--- src/rtl/spi_pkg.sv ---
`timescale 1ns/1ps
`default_nettype none
// ============================================================================
// Module   : spi_pkg
// Purpose  : Shared SPI mode, bit-index and FSM state definitions.
// Revision : 1.0 - initial release
// ============================================================================
package spi_pkg;

    localparam int DEFAULT_DATA_W = 16;

    localparam logic [1:0] SPI_MODE0 = 2'd0;
    localparam logic [1:0] SPI_MODE1 = 2'd1;
    localparam logic [1:0] SPI_MODE2 = 2'd2;
    localparam logic [1:0] SPI_MODE3 = 2'd3;

    localparam int CPOL_BIT = 1;
    localparam int CPHA_BIT = 0;

    typedef enum logic [1:0] {
        ST_IDLE   = 2'd0,
        ST_LOAD   = 2'd1,
        ST_ACTIVE = 2'd2
    } spi_state_t;

endpackage : spi_pkg
`default_nettype wire

--- src/rtl/spi_slave_if.sv ---
`timescale 1ns/1ps
`default_nettype none
// ============================================================================
// Module   : spi_slave_if
// Purpose  : User-side and SPI pin bundle for spi_slave.
//            SPI_SLAVE_ERR_EN adds frame_err / err_cnt.
// Revision : 1.0 - initial release
// ============================================================================
interface spi_slave_if
    import spi_pkg::*;
#(
    parameter int DATA_W = DEFAULT_DATA_W
);
    logic [1:0]        spi_mode;
    logic [DATA_W-1:0] tx_data;
    logic              tx_load;
    logic [DATA_W-1:0] rx_data;
    logic              rx_valid;
    logic              busy;
    logic              spi_csn;
    logic              spi_clk;
    logic              spi_mosi;
    logic              spi_miso;
    logic              spi_miso_oe;
`ifdef SPI_SLAVE_ERR_EN
    logic              frame_err;
    logic [7:0]        err_cnt;
`endif

    modport slave (
        input  spi_mode, tx_data, spi_csn, spi_clk, spi_mosi,
        output tx_load, rx_data, rx_valid, busy, spi_miso, spi_miso_oe
`ifdef SPI_SLAVE_ERR_EN
        , output frame_err, output err_cnt
`endif
    );

    modport master (
        output spi_mode, tx_data, spi_csn, spi_clk, spi_mosi,
        input  tx_load, rx_data, rx_valid, busy, spi_miso, spi_miso_oe
`ifdef SPI_SLAVE_ERR_EN
        , input frame_err, input err_cnt
`endif
    );

endinterface : spi_slave_if
`default_nettype wire

--- src/rtl/spi_sync_edge.sv ---
`timescale 1ns/1ps
`default_nettype none
// ============================================================================
// Module   : spi_sync_edge
// Purpose  : Multi-flop synchronizer with registered rise/fall strobes.
// Revision : 1.0 - initial release
// ============================================================================
module spi_sync_edge #(
    parameter int   SYNC_STG = 2,
    parameter logic RST_VAL  = 1'b1
) (
    input  wire  clk,
    input  wire  rst,
    input  wire  i_d,
    output logic o_level,
    output logic o_rise,
    output logic o_fall
);

    logic [SYNC_STG-1:0] r_sync;
    logic                r_dly;
    logic                r_rise;
    logic                r_fall;

    // Level is the delayed copy so it lines up with the registered strobes.
    always_ff @(posedge clk or posedge rst) begin
        if (rst) begin
            r_sync <= {SYNC_STG{RST_VAL}};
            r_dly  <= RST_VAL;
            r_rise <= 1'b0;
            r_fall <= 1'b0;
        end else begin
            r_sync <= {r_sync[SYNC_STG-2:0], i_d};
            r_dly  <= r_sync[SYNC_STG-1];
            r_rise <= r_sync[SYNC_STG-1] & ~r_dly;
            r_fall <= ~r_sync[SYNC_STG-1] & r_dly;
        end
    end

    assign o_level = r_dly;
    assign o_rise  = r_rise;
    assign o_fall  = r_fall;

endmodule : spi_sync_edge
`default_nettype wire

--- src/rtl/spi_slave.sv ---
`timescale 1ns/1ps
`default_nettype none
// ============================================================================
// Module   : spi_slave
// Purpose  : Oversampling SPI responder, modes 0-3, MSB first, fixed word.
//            Define SPI_SLAVE_ERR_EN for frame_err / err_cnt reporting.
// Revision : 1.0 - initial release
// ============================================================================
module spi_slave
    import spi_pkg::*;
#(
    parameter int DATA_W   = DEFAULT_DATA_W,
    parameter int SYNC_STG = 2
) (
    input  wire          sys_clk,
    input  wire          sys_rst,
    spi_slave_if.slave   bus
);

    localparam int                CNT_W    = (DATA_W > 1) ? $clog2(DATA_W) : 1;
    localparam logic [CNT_W-1:0]  c_LAST   = CNT_W'(DATA_W - 1);
    localparam int                SETTLE_W = $clog2(SYNC_STG + 2);
    localparam logic [SETTLE_W-1:0] c_SETTLE = SETTLE_W'(SYNC_STG + 1);

    logic w_csn_level, w_csn_rise, w_csn_fall;
    logic w_clk_rise, w_clk_fall, w_clk_level_unused;
    logic w_mosi_level, w_mosi_rise_unused, w_mosi_fall_unused;

    spi_sync_edge #(.SYNC_STG(SYNC_STG), .RST_VAL(1'b1)) u_sync_csn (
        .clk(sys_clk), .rst(sys_rst), .i_d(bus.spi_csn),
        .o_level(w_csn_level), .o_rise(w_csn_rise), .o_fall(w_csn_fall)
    );

    spi_sync_edge #(.SYNC_STG(SYNC_STG), .RST_VAL(1'b1)) u_sync_clk (
        .clk(sys_clk), .rst(sys_rst), .i_d(bus.spi_clk),
        .o_level(w_clk_level_unused), .o_rise(w_clk_rise), .o_fall(w_clk_fall)
    );

    spi_sync_edge #(.SYNC_STG(SYNC_STG), .RST_VAL(1'b1)) u_sync_mosi (
        .clk(sys_clk), .rst(sys_rst), .i_d(bus.spi_mosi),
        .o_level(w_mosi_level), .o_rise(w_mosi_rise_unused), .o_fall(w_mosi_fall_unused)
    );

    spi_state_t        r_state;
    logic [1:0]        r_mode;
    logic [CNT_W-1:0]  r_cnt;
    logic [DATA_W-1:0] r_shift_rx;
    logic [DATA_W-1:0] r_shift_tx;
    logic [DATA_W-1:0] r_rx_data;
    logic              r_rx_valid;
    logic              r_tx_load;
    logic              r_busy;
    logic              r_miso;
    logic              r_oe;
    logic [SETTLE_W-1:0] r_settle;
    logic              r_armed;
`ifdef SPI_SLAVE_ERR_EN
    logic              r_frame_err;
    logic [7:0]        r_err_cnt;
`endif

    logic              w_lead;
    logic              w_trail;
    logic              w_sample;
    logic              w_shift;
    logic [DATA_W-1:0] w_rx_next;

    assign w_lead    = r_mode[CPOL_BIT] ? w_clk_fall : w_clk_rise;
    assign w_trail   = r_mode[CPOL_BIT] ? w_clk_rise : w_clk_fall;
    assign w_sample  = r_mode[CPHA_BIT] ? w_trail : w_lead;
    assign w_shift   = r_mode[CPHA_BIT] ? w_lead  : w_trail;
    assign w_rx_next = {r_shift_rx[DATA_W-2:0], w_mosi_level};

    always_ff @(posedge sys_clk or posedge sys_rst) begin
        if (sys_rst) begin
            r_state    <= ST_IDLE;
            r_mode     <= SPI_MODE0;
            r_cnt      <= '0;
            r_shift_rx <= '0;
            r_shift_tx <= '0;
            r_rx_data  <= '0;
            r_rx_valid <= 1'b0;
            r_tx_load  <= 1'b0;
            r_busy     <= 1'b0;
            r_miso     <= 1'b0;
            r_oe       <= 1'b0;
            r_settle   <= '0;
            r_armed    <= 1'b0;
`ifdef SPI_SLAVE_ERR_EN
            r_frame_err <= 1'b0;
            r_err_cnt   <= 8'h00;
`endif
        end else begin
            r_rx_valid <= 1'b0;
            r_tx_load  <= 1'b0;
`ifdef SPI_SLAVE_ERR_EN
            r_frame_err <= 1'b0;
`endif
            // The synchronizers come out of reset reading "csn high"; a csn
            // already held low would look like a fresh fall, so only arm once
            // the pipeline has flushed and csn is genuinely high.
            if (r_settle != c_SETTLE) begin
                r_settle <= r_settle + 1'b1;
            end else if (w_csn_level) begin
                r_armed <= 1'b1;
            end

            if ((r_state != ST_IDLE) && w_csn_rise) begin
                r_state <= ST_IDLE;
                r_busy  <= 1'b0;
                r_oe    <= 1'b0;
                r_miso  <= 1'b0;
`ifdef SPI_SLAVE_ERR_EN
                if (r_cnt != '0) begin
                    r_frame_err <= 1'b1;
                    if (r_err_cnt != 8'hFF) begin
                        r_err_cnt <= r_err_cnt + 8'd1;
                    end
                end
`endif
            end else begin
                case (r_state)
                    ST_IDLE: begin
                        if (w_csn_fall && r_armed) begin
                            r_mode     <= bus.spi_mode;
                            r_tx_load  <= 1'b1;
                            r_shift_tx <= bus.tx_data;
                            r_cnt      <= '0;
                            r_busy     <= 1'b1;
                            r_oe       <= 1'b1;
                            r_state    <= ST_LOAD;
                        end
                    end
                    ST_LOAD: begin
                        if (!r_mode[CPHA_BIT]) begin
                            r_miso     <= r_shift_tx[DATA_W-1];
                            r_shift_tx <= r_shift_tx << 1;
                        end
                        r_state <= ST_ACTIVE;
                    end
                    ST_ACTIVE: begin
                        if (w_sample) begin
                            r_shift_rx <= w_rx_next;
                            if (r_cnt == c_LAST) begin
                                r_rx_data  <= w_rx_next;
                                r_rx_valid <= 1'b1;
                                r_cnt      <= '0;
                                r_tx_load  <= 1'b1;
                                r_shift_tx <= bus.tx_data;
                            end else begin
                                r_cnt <= r_cnt + 1'b1;
                            end
                        end else if (w_shift) begin
                            // Reload at word end leaves the new MSB on top,
                            // so every shift edge simply emits the top bit.
                            r_miso     <= r_shift_tx[DATA_W-1];
                            r_shift_tx <= r_shift_tx << 1;
                        end
                    end
                    default: r_state <= ST_IDLE;
                endcase
            end
        end
    end

    assign bus.tx_load     = r_tx_load;
    assign bus.rx_data     = r_rx_data;
    assign bus.rx_valid    = r_rx_valid;
    assign bus.busy        = r_busy;
    assign bus.spi_miso    = r_miso;
    assign bus.spi_miso_oe = r_oe;
`ifdef SPI_SLAVE_ERR_EN
    assign bus.frame_err   = r_frame_err;
    assign bus.err_cnt     = r_err_cnt;
`endif

endmodule : spi_slave
`default_nettype wire

--- src/flat_wrapper.sv ---
// flat-port wrapper written by rule: the top's interface ports become plain ports
module spi_slave_flat import spi_pkg::*;
#(
    parameter int DATA_W   = DEFAULT_DATA_W,
    parameter int SYNC_STG = 2
)
  (sys_clk, sys_rst, bus_spi_mode, bus_tx_data, bus_spi_csn, bus_spi_clk, bus_spi_mosi, bus_tx_load, bus_rx_data, bus_rx_valid, bus_busy, bus_spi_miso, bus_spi_miso_oe);
  spi_slave_if #(.DATA_W(DATA_W)) bus_i ();
  input  wire sys_clk;
  input  wire sys_rst;
  input wire logic [$bits(bus_i.spi_mode)-1:0] bus_spi_mode;
  input wire logic [$bits(bus_i.tx_data)-1:0] bus_tx_data;
  input wire logic [$bits(bus_i.spi_csn)-1:0] bus_spi_csn;
  input wire logic [$bits(bus_i.spi_clk)-1:0] bus_spi_clk;
  input wire logic [$bits(bus_i.spi_mosi)-1:0] bus_spi_mosi;
  output wire logic [$bits(bus_i.tx_load)-1:0] bus_tx_load;
  output wire logic [$bits(bus_i.rx_data)-1:0] bus_rx_data;
  output wire logic [$bits(bus_i.rx_valid)-1:0] bus_rx_valid;
  output wire logic [$bits(bus_i.busy)-1:0] bus_busy;
  output wire logic [$bits(bus_i.spi_miso)-1:0] bus_spi_miso;
  output wire logic [$bits(bus_i.spi_miso_oe)-1:0] bus_spi_miso_oe;
  assign bus_i.spi_mode = bus_spi_mode;
  assign bus_i.tx_data = bus_tx_data;
  assign bus_i.spi_csn = bus_spi_csn;
  assign bus_i.spi_clk = bus_spi_clk;
  assign bus_i.spi_mosi = bus_spi_mosi;
  assign bus_tx_load = bus_i.tx_load;
  assign bus_rx_data = bus_i.rx_data;
  assign bus_rx_valid = bus_i.rx_valid;
  assign bus_busy = bus_i.busy;
  assign bus_spi_miso = bus_i.spi_miso;
  assign bus_spi_miso_oe = bus_i.spi_miso_oe;
  spi_slave #(.DATA_W(DATA_W), .SYNC_STG(SYNC_STG)) u_core (.sys_clk(sys_clk), .sys_rst(sys_rst), .bus(bus_i));
endmodule
--- config.mk ---
export PLATFORM = sky130hd
export DESIGN_NAME = spi_slave_flat
export DESIGN_NICKNAME = d
export VERILOG_FILES = /design/src/rtl/spi_pkg.sv /design/src/rtl/spi_slave_if.sv /design/src/rtl/spi_sync_edge.sv /design/src/rtl/spi_slave.sv /design/src/flat_wrapper.sv
export SDC_FILE = /design/constraint.sdc
export NUM_CORES = 1
export LEC_CHECK = 0
export CAP_MARGIN = 20
export CORE_MARGIN = 1
export CORE_UTILIZATION = 45
export CTS_CLUSTER_DIAMETER = 80
export CTS_CLUSTER_SIZE = 14
export DETAILED_ROUTE_END_ITERATION = 6
export PLACE_DENSITY = 0.71
export SLEW_MARGIN = 5
export SYNTH_ARGS = -nofsm -noshare
export SYNTH_HDL_FRONTEND = slang
export SYNTH_SLANG_ARGS = --single-unit
--- constraint.sdc ---
create_clock -name sys_clk -period 5.16 [get_ports sys_clk]
set_clock_uncertainty 0.2 [all_clocks]
set_input_delay 0.774 -clock sys_clk [delete_from_list [all_inputs] [get_ports sys_clk]]
set_output_delay 0.774 -clock sys_clk [all_outputs]
set_load 0.03 [all_outputs]
==> results.sh, run 1 <==
export IMPL_ctsLongestPathBuffers=2
export IMPL_fp_dieW_um=85.49
export IMPL_start_util=0.4643
export IMPL_syn_nets=269
export IMPL_final_cells=367
export IMPL_die_area_um2=7309
export IMPL_finalPower_mw=1.803
export IMPL_max_freq_ghz=0.3620
export IMPL_drc=0
export IMPL_synth_main_ff_cell="dfrtp_1"
export IMPL_critPathKind="flip-flop to flip-flop"
export IMPL_finalHoldViolations=0
export IMPL_grt_max_degree=49
export IMPL_netlist_top_cells_area="dfrtp_1 (53%), mux2_2 (9.3%), dfstp_2 (7.5%)"
export IMPL_p_per_area_nw_per_um2=477.2
export IMPL_worst_hold_path_type="flip-flop to flip-flop"
export IMPL_wl_per_cell_um=13.91
export IMPL_numPortBuffers=43
export IMPL_vias=1944
export IMPL_ys_warn_count=0
export IMPL_worstSetupEndpointType="flip-flop"
export IMPL_grt_pass1_vias=1845
export IMPL_synth_avg_cell_area_um2=13.18
export IMPL_cp_arrival_ns=2.79
export IMPL_gp_congestion=0.8015
export IMPL_cts_htree_levels=3
export IMPL_core_um2=6756
export IMPL_die_h_um=85.49
export IMPL_min_period_over_period=0.5353
export IMPL_slew_viol_final=0
export IMPL_synth_cells=238
export IMPL_clockRootBuffer="clkbuf_8"
export IMPL_netlist_area_um2=3137
export IMPL_synth_top_area_frac=0.5265
export IMPL_grt_ovfl_total=0
export IMPL_fin_crit_ns=2.762
export IMPL_viasPerCell=5.297
export IMPL_rsz0062_at_grt="false"
export IMPL_grt_pass1_wl_mm=8.811
export IMPL_async_flop_share=1.000
export IMPL_syn2layout_area_growth_pct=20.42
export IMPL_dp_slack_ns=2.367
export IMPL_io_pins=44
export IMPL_yosysUniqueCellTypes=36
export IMPL_first_pass_iters=6
export IMPL_grt_antenna_before_repair=0
export IMPL_setup_tns_ns=0
export IMPL_cts_tree="built"
export IMPL_placed_cells=350
export IMPL_setup_viol=0
export IMPL_p_leak_nw=1.712
export IMPL_cap_violations=0
export IMPL_slew_headroom=0.3750
export IMPL_grt_use_total=0.1584
export IMPL_yosys_area_top_type="dfrtp_1"
export IMPL_finalNetCount=313
export IMPL_ir_drop_v=0.0002367
export IMPL_hp_start="u_core.u_sync_csn.r_sync[0]$_DFF_PP1_"
export IMPL_tightest_slew_ns=0.9361
export IMPL_drive_gt1_frac=0.2230
export IMPL_ys_seq_area_frac=0.6019
export IMPL_wirelength_mm=5.104
export IMPL_cp_data_required_time_ns=5.19
export IMPL_cts_sinks=75
export IMPL_r2r_start="u_core.r_state[0]$_DFFE_PP0P_"
export IMPL_cts_made_buffers=9
export IMPL_dp_hpwl_mm=3.368
export IMPL_diodes=0
export IMPL_ys_top_cells_by_count="dfrtp_1 (66), mux2_2 (26), a21oi_1 (20)"
export IMPL_startpoint_type="flip-flop"
export IMPL_crit_fanout=18
export IMPL_synth_edf_count=0
export IMPL_ys_seq_elements=75
export IMPL_worst_slack_ns=2.398
export IMPL_hold_buffers=0
export IMPL_post_cts_buffers=0
export IMPL_row_count=30
export IMPL_dr_first_iter_drc_count=75
export IMPL_fin_area_um2=3777
export IMPL_status="completed"
export IMPL_post_cts_resized=0
export IMPL_clk_latency_ns=0.34
export IMPL_synthMostInstantiatedCell="dfrtp_1"
export IMPL_postRouteAntennaNets=0
export IMPL_dpl_cell_area_um2=3601
export IMPL_clk_pin_slew_ns=0.08
export IMPL_startpoint="u_core.r_state[0]$_DFFE_PP0P_"
-- critical path: stages, from the launching register on --
cell and delay (ns):
dfrtp_1 0.41, inv_1 0.11, ha_1 0.27, nand2b_1 0.26, nand3_4 0.25, or2_1 0.73
mux2_2 0.42
-- area by class of cell --
cell class	count	area, um2
fill	597	2979
sequential	75	1888
multi-input combinational	144	1149
timing repair buffer	45	445.4
clock buffer	10	127.6
tap	80	100.1
clock inverter	6	41.29
inverter	7	26.28
-- per-stage QoR --
stage	util	hold slack (ns)
2_1_floorplan	-	0.1452
3_3_place_gp	0.5330	0.1463
3_5_place_dp	0.5330	0.1495
4_1_cts	0.5580	0.1606
5_1_grt	0.5591	0.1616
6_report	0.5591	0.1583
-- where the power goes --
| group | leakage [nW] | total [mW] | internal, mW | switching, mW |
|---|---|---|---|---|
| registers | 0.939 | 0.798 | 0.716 | 0.0823 |
| logic | 0.694 | 0.616 | 0.260 | 0.356 |
| clock network | 0.0787 | 0.388 | 0.174 | 0.214 |
| total | 1.71 | 1.80 | 1.15 | 0.652 |
-- sequential cells by signal (all words and copies together) (netlist names), 4 cells and up --
register / cells
u_core.bus.rx_data: 16
u_core.r_shift_tx: 16
u_core.r_shift_rx: 15
u_core.r_cnt: 4
-- cell usage in the layout (no fill, tap or decap), drive strengths merged --
cell	netlist	final
a21boi	1	1
a21o	2	2
a21oi	20	20
a221o	1	1
a221oi	1	1
a22oi	2	2
a31oi	1	1
a32oi	15	15
buf	8	2
clkbuf	4	10
clkdlybuf4s50	0	43
clkinv	0	2
clkinvlp	0	3
dfrtp	66	66
dfstp	9	9
ha	8	8
inv	7	8
mux2	35	35
mux2i	3	3
nand2	8	8
nand2b	2	2
nand3	6	6
nor2	18	18
nor2b	4	4
o211a	1	1
o21ai	9	9
o22ai	1	1
o311a	1	1
o31a	1	1
o31ai	1	1
or2	1	1
xnor2	2	2
-- final timing paths --
path                                                              end  slack, ns  depth (start not counted)
worst min-delay path            u_core.u_sync_csn.r_sync[1]$_DFF_PP1_       0.16                          0
max in group asynchronous         u_core.u_sync_csn.o_level$_DFF_PP1_       3.06                          3
worst max-delay path               u_core.bus.rx_data[14]$_DFFE_PP0P_       2.40                          6
min in group asynchronous          u_core.bus.rx_data[12]$_DFFE_PP0P_       0.76                          2
worst min register to register  u_core.u_sync_csn.r_sync[1]$_DFF_PP1_       0.16                          0
worst max register to register     u_core.bus.rx_data[14]$_DFFE_PP0P_       2.40                          6
-- logic make-up (layout without fill, tap and decap cells) --
kind of cell,count (synthesis),after routing,synth area share
DFF,75,75,0.6019
AOI/OAI and AO/OA,57,57,0.1217
and+or+nand+nor,39,39,0.05863
muxes,38,38,0.1460
buffers and inverters,19,68,0.03191
adders and majority gates,8,8,0.03191
xor gates and xnor gates,2,2,0.007980
-- layer usage --
metal  vias up  track usage  share of wire
met4         0      0.08636          0.018
met1       957       0.2239           0.49
li1        942            -              -
met2        38       0.2291           0.46
met5         -            0              0
met3         7      0.03465          0.029
Note: power is estimated with default switching activity, not from simulation.
==> inputs of run 2 (changes only) <==
- PLACE_DENSITY: 0.71 -> 0.73
- clock period: 5.16 -> 2.5 ns (I/O delays scaled with it)
==> results.sh, run 2 (same netlist as run 1, synthesis figures left out) <==
export IMPL_status="complete, but fails checks"
export IMPL_violations="DRC"
export IMPL_clk_latency_ns=0.34
export IMPL_numPortBuffers=43
export IMPL_met2_usage=0.2451
export IMPL_max_freq_ghz=0.4419
export IMPL_gp_congestion=0.8357
export IMPL_post_cts_buffers=0
export IMPL_post_cts_resized=0
export IMPL_cp_arrival_ns=2.29
export IMPL_cts_made_buffers=9
export IMPL_p_per_area_nw_per_um2=1017
export IMPL_syn2layout_area_growth_pct=23.93
export IMPL_drive_gt1_frac=0.2441
export IMPL_ir_drop_v=0.0005150
export IMPL_grt_pass1_vias=1936
export IMPL_holdWs_ns=0.1574
export IMPL_finalNetCount=321
export IMPL_io_pins=44
export IMPL_worst_hold_path_type="flip-flop to flip-flop"
export IMPL_crit_slowest_cell="dfrtp_1"
export IMPL_ctsLongestPathBuffers=2
export IMPL_grt_use_total=0.1660
export IMPL_critPathMaxStageDelay_ns=0.41
export IMPL_grt_ovfl_total=0
export IMPL_rsz0062_at_grt="false"
export IMPL_cts_tree="built"
export IMPL_swShare=0.3478
export IMPL_grt_busiest_layer="met2"
export IMPL_r2r_end="u_core.bus.rx_data[0]$_DFFE_PP0P_"
export IMPL_multi_input_area_um2=1149
export IMPL_drc=1
export IMPL_clk_pin_slew_ns=0.07
export IMPL_start_util=0.4643
export IMPL_diodes=0
export IMPL_grt_pass1_wl_mm=9.273
export IMPL_critPathKind="flip-flop to flip-flop"
export IMPL_cap_violations=0
export IMPL_r2r_start="u_core.r_state[1]$_DFFE_PP0P_"
export IMPL_startpoint="u_core.r_state[1]$_DFFE_PP0P_"
export IMPL_crit_chain="inv_1 > ha_1 > nand2b_1 > nand3_4 > or2_1 > buf_4 > mux2_4"
export IMPL_slew_viol_final=0
export IMPL_p_leak_nw=1.779
export IMPL_cp_data_required_time_ns=2.53
export IMPL_wl_per_cell_um=14.69
export IMPL_slew_headroom=0.6465
export IMPL_min_period_over_period=0.9051
export IMPL_wirelength_mm=5.507
export IMPL_dpl_cell_area_um2=3694
export IMPL_tightest_slew_ns=0.5155
export IMPL_grt_antenna_before_repair=0
export IMPL_rr_worst_depth=7
export IMPL_row_count=30
export IMPL_clkPwrFrac=0.230
export IMPL_r2r_slack_ns=0.24
export IMPL_setup_tns_ns=0
export IMPL_clockRootBuffer="clkbuf_8"
export IMPL_finalHoldViolations=0
export IMPL_grt_max_degree=34
export IMPL_cts_sinks=75
export IMPL_crit_fanout=18
export IMPL_dr_first_iter_drc_count=100
export IMPL_fin_area_um2=3887
export IMPL_startpoint_type="flip-flop"
export IMPL_postRouteAntennaNets=0
export IMPL_p_sw_mw=1.375
export IMPL_viasPerCell=5.344
export IMPL_cts_htree_levels=3
export IMPL_die_h_um=85.49
export IMPL_combPwrFrac=0.352
export IMPL_final_cell_mix="dfrtp_1 (66), clkdlybuf4s50_1 (43), mux2_2 (26), a21oi_1 (20), nor2_1 (18)"
export IMPL_setup_viol=0
export IMPL_vias=2004
export IMPL_fp_dieW_um=85.49
export IMPL_layout_commonest_cell="dfrtp_1"
export IMPL_core_um2=6756
export IMPL_endpoint="u_core.bus.rx_data[0]$_DFFE_PP0P_"
export IMPL_hold_buffers=0
export IMPL_die_area_um2=7309
export IMPL_fin_crit_ns=2.263
export IMPL_fillCellCount=586
export IMPL_dp_hpwl_mm=3.767
export IMPL_ff_latch_area_um2=1888
export IMPL_use_met3=0.04042
export IMPL_gr_usage_met1=0.2272
export IMPL_first_pass_iters=6
export IMPL_power_frac_seq=0.418
export IMPL_intPower_mw=2.580
export IMPL_worstSetupEndpointType="flip-flop"
==> run 2: layer usage <==
metal / wire length, um / vias up
met5: 0 / -
met4: 138 / 0
met3: 144 / 12
met2: 2622 / 41
met1: 2602 / 990
li1: - / 961
==> run 2: stage by stage <==
step | power [mW] | util | instances | worst slack, ns
finish | 3.955 | 0.5754 | 375 | 0.2373
global route | 4.224 | 0.5754 | 375 | 0.1162
CTS | 3.989 | 0.5754 | 375 | 0.2494
detailed placement | 3.067 | 0.5467 | 359 | 0.2603
global placement | 3.021 | 0.5467 | 359 | 0.3142
floorplan | 2.661 | - | 238 | 0.02992
==> run 2: worst min path at each step <==
stage	cells past startpoint	from	end	slack [ns]
2_1_floorplan	0	u_core.u_sync_clk.r_sync[0]$_DFF_PP1_	u_core.u_sync_clk.r_sync[1]$_DFF_PP1_	0.15
3_3_place_gp	0	u_core.u_sync_mosi.r_sync[0]$_DFF_PP1_	u_core.u_sync_mosi.r_sync[1]$_DFF_PP1_	0.15
3_5_place_dp	0	u_core.u_sync_mosi.r_sync[0]$_DFF_PP1_	u_core.u_sync_mosi.r_sync[1]$_DFF_PP1_	0.15
4_1_cts	0	u_core.u_sync_mosi.r_sync[0]$_DFF_PP1_	u_core.u_sync_mosi.r_sync[1]$_DFF_PP1_	0.16
5_1_grt	0	u_core.u_sync_mosi.r_sync[1]$_DFF_PP1_	u_core.u_sync_mosi.o_level$_DFF_PP1_	0.17
6_report	0	u_core.u_sync_mosi.r_sync[0]$_DFF_PP1_	u_core.u_sync_mosi.r_sync[1]$_DFF_PP1_	0.16
==> run 2: worst max-delay path, delay by kind of cell (launching register included) <==
family / cells / cell delay [ns]
adder cells (fa/ha/maj): 1 / 0.28
multiplexers: 1 / 0.32
buffers and inverters: 2 / 0.37
flip-flops: 1 / 0.41
AND/OR/NAND/NOR: 3 / 0.58
==> run 2: cell type report <==
| cell class | count | share of cell area |
|---|---|---|
| sequential | 75 | 0.4857 |
| multi-input combinational | 144 | 0.2955 |
| timing repair buffer | 53 | 0.1365 |
| clock buffer | 11 | 0.03637 |
| tap | 80 | 0.02575 |
| clock inverter | 5 | 0.01352 |
| inverter | 7 | 0.006759 |
==> run 2: power groups by stage <==
stage	Combinational, mW	Clock (mW)	Sequential [mW]
6_report	1.39	0.909	1.65
3_3_place_gp	1.36	0	1.66
2_1_floorplan	1.00	0	1.66
4_1_cts	1.40	0.939	1.65
5_1_grt	1.55	0.990	1.69
3_5_place_dp	1.39	0	1.68
==> inputs of run 3 (changes only) <==
- CORE_MARGIN: 1 -> 8
==> results.sh, run 3 (same netlist as run 1, synthesis figures left out) <==
export IMPL_status="completed"
export IMPL_dpl_cell_area_um2=3671
export IMPL_gp_congestion=0.7767
export IMPL_row_count=30
export IMPL_use_met3=0.04330
export IMPL_rsz0062_at_grt="false"
export IMPL_final_cell_mix="dfrtp_1 (66), clkdlybuf4s50_1 (43), mux2_2 (26), a21oi_1 (20), nor2_1 (18)"
export IMPL_startpoint_type="flip-flop"
export IMPL_slew_headroom=0.6217
export IMPL_cp_buffers_inverters=2
export IMPL_crit_slowest_cell="dfrtp_1"
export IMPL_cp_data_required_time_ns=2.53
export IMPL_finalNetCount=318
export IMPL_max_freq_ghz=0.4367
export IMPL_grt_max_degree=76
export IMPL_worst_slack_ns=0.2103
export IMPL_post_cts_buffers=0
export IMPL_grt_pass1_vias=2021
export IMPL_crit_fanout=18
export IMPL_core_um2=6756
export IMPL_cap_violations=0
export IMPL_clk_pin_slew_ns=0.08
export IMPL_min_period_over_period=0.9159
export IMPL_cts_made_buffers=9
export IMPL_cts_tree="built"
export IMPL_tightest_slew_ns=0.5517
export IMPL_die_h_um=99.49
export IMPL_p_leak_nw=1.776
export IMPL_drive_gt1_frac=0.2432
export IMPL_viasPerCell=5.272
export IMPL_grt_pass1_wl_mm=9.832
export IMPL_dr_first_iter_drc_count=40
export IMPL_diodes=0
export IMPL_dp_slack_ns=0.1210
export IMPL_fp_dieW_um=99.49
export IMPL_cp_arrival_ns=2.32
export IMPL_grt_use_total=0.1247
export IMPL_final_core_util=0.5757
export IMPL_wl_per_cell_um=15.37
export IMPL_final_cells=372
export IMPL_grt_ovfl_total=0
export IMPL_cts_sinks=75
export IMPL_placed_cells=356
export IMPL_die_area_um2=9898
export IMPL_finalPower_mw=4.049
export IMPL_syn2layout_area_growth_pct=24.01
export IMPL_ir_drop_v=0.0005581
export IMPL_hp_start="u_core.u_sync_mosi.r_sync[1]$_DFF_PP1_"
export IMPL_finalHoldViolations=0
export IMPL_wirelength_mm=5.716
export IMPL_met2_usage=0.1890
export IMPL_grt_busiest_layer="met2"
export IMPL_critPathMaxStageDelay_ns=0.41
export IMPL_io_pins=44
export IMPL_layout_commonest_cell="dfrtp_1"
export IMPL_worstSetupEndpointType="flip-flop"
export IMPL_start_util=0.4643
export IMPL_slew_viol_final=0
export IMPL_fin_area_um2=3890
export IMPL_cts_htree_levels=3
export IMPL_drc=0
export IMPL_numPortBuffers=43
export IMPL_critPathTopFamily="simple AND/OR/NAND/NOR gates"
export IMPL_crit_chain="inv_1 > ha_1 > nand2b_1 > nand3_4 > or2_1 > buf_4 > mux2_4"
export IMPL_ctsLongestPathBuffers=2
export IMPL_first_pass_iters=4
export IMPL_gr_usage_met1=0.1554
export IMPL_worst_hold_path_type="flip-flop to flip-flop"
export IMPL_dp_hpwl_mm=3.868
export IMPL_vias=1961
export IMPL_r2r_start="u_core.r_state[1]$_DFFE_PP0P_"
export IMPL_holdWs_ns=0.1573
export IMPL_critPathKind="flip-flop to flip-flop"
export IMPL_grt_antenna_before_repair=0
export IMPL_fin_crit_ns=2.290
export IMPL_clk_latency_ns=0.35
export IMPL_setup_tns_ns=0
export IMPL_startpoint="u_core.r_state[1]$_DFFE_PP0P_"
export IMPL_clockRootBuffer="clkbuf_8"
export IMPL_p_per_area_nw_per_um2=1041
export IMPL_setup_viol=0
export IMPL_postRouteAntennaNets=0
run 3: cell types whose count changed in the layout (fill, tap and decap cells not counted):
| cell | before | now |
|---|---|---|
| clkbuf_8 | 10 | 9 |
| ha_1 | 8 | 7 |
| bufinv_16 | 1 | 2 |
| clkinvlp_4 | 1 | 0 |
| ha_2 | 0 | 1 |
| buf_4 | 8 | 5 |
| clkinv_4 | 0 | 2 |
| clkbuf_1 | 1 | 0 |
run 3: timing repair:
item	4_1_cts	5_1_grt
resized for setup	0	1
setup endpoints to repair	0	3
hold buffers	0	0
run 3: path summary, 6_finish.rpt:
check	to	slack [ns]	cells after the start
worst min register to register	u_core.u_sync_mosi.o_level$_DFF_PP1_	0.16	0
min in group asynchronous	u_core.bus.rx_data[0]$_DFFE_PP0P_	0.23	3
worst min-delay path	u_core.u_sync_mosi.o_level$_DFF_PP1_	0.16	0
max in group asynchronous	u_core.u_sync_csn.o_level$_DFF_PP1_	1.54	3
worst max register to register	u_core.bus.rx_data[3]$_DFFE_PP0P_	0.21	7
worst max-delay path	u_core.bus.rx_data[3]$_DFFE_PP0P_	0.21	7
run 3: final cells by class:
type	count	area, um2
Multi-Input combinational cell	144	1151
Sequential cell	75	1888
Clock inverter	7	92.59
Tap cell	80	100.1
Inverter	7	26.28
Fill cell	584	2867
Timing Repair Buffer	50	508.0
Clock buffer	9	123.9
run 3: power by group:
part | internal, mW | switching (mW) | total (mW)
clock | 0.560 | 0.444 | 1.00
combinational | 0.612 | 0.777 | 1.39
sequential | 1.48 | 0.179 | 1.66
total | 2.65 | 1.40 | 4.05
run 3: per-layer routing:
metal,part of all wire,vias to the layer above,routed length (um)
met4,0.021,0,118
met3,0.048,8,272
met2,0.47,37,2702
met1,0.46,958,2623
li1,-,958,-
met5,0,-,0
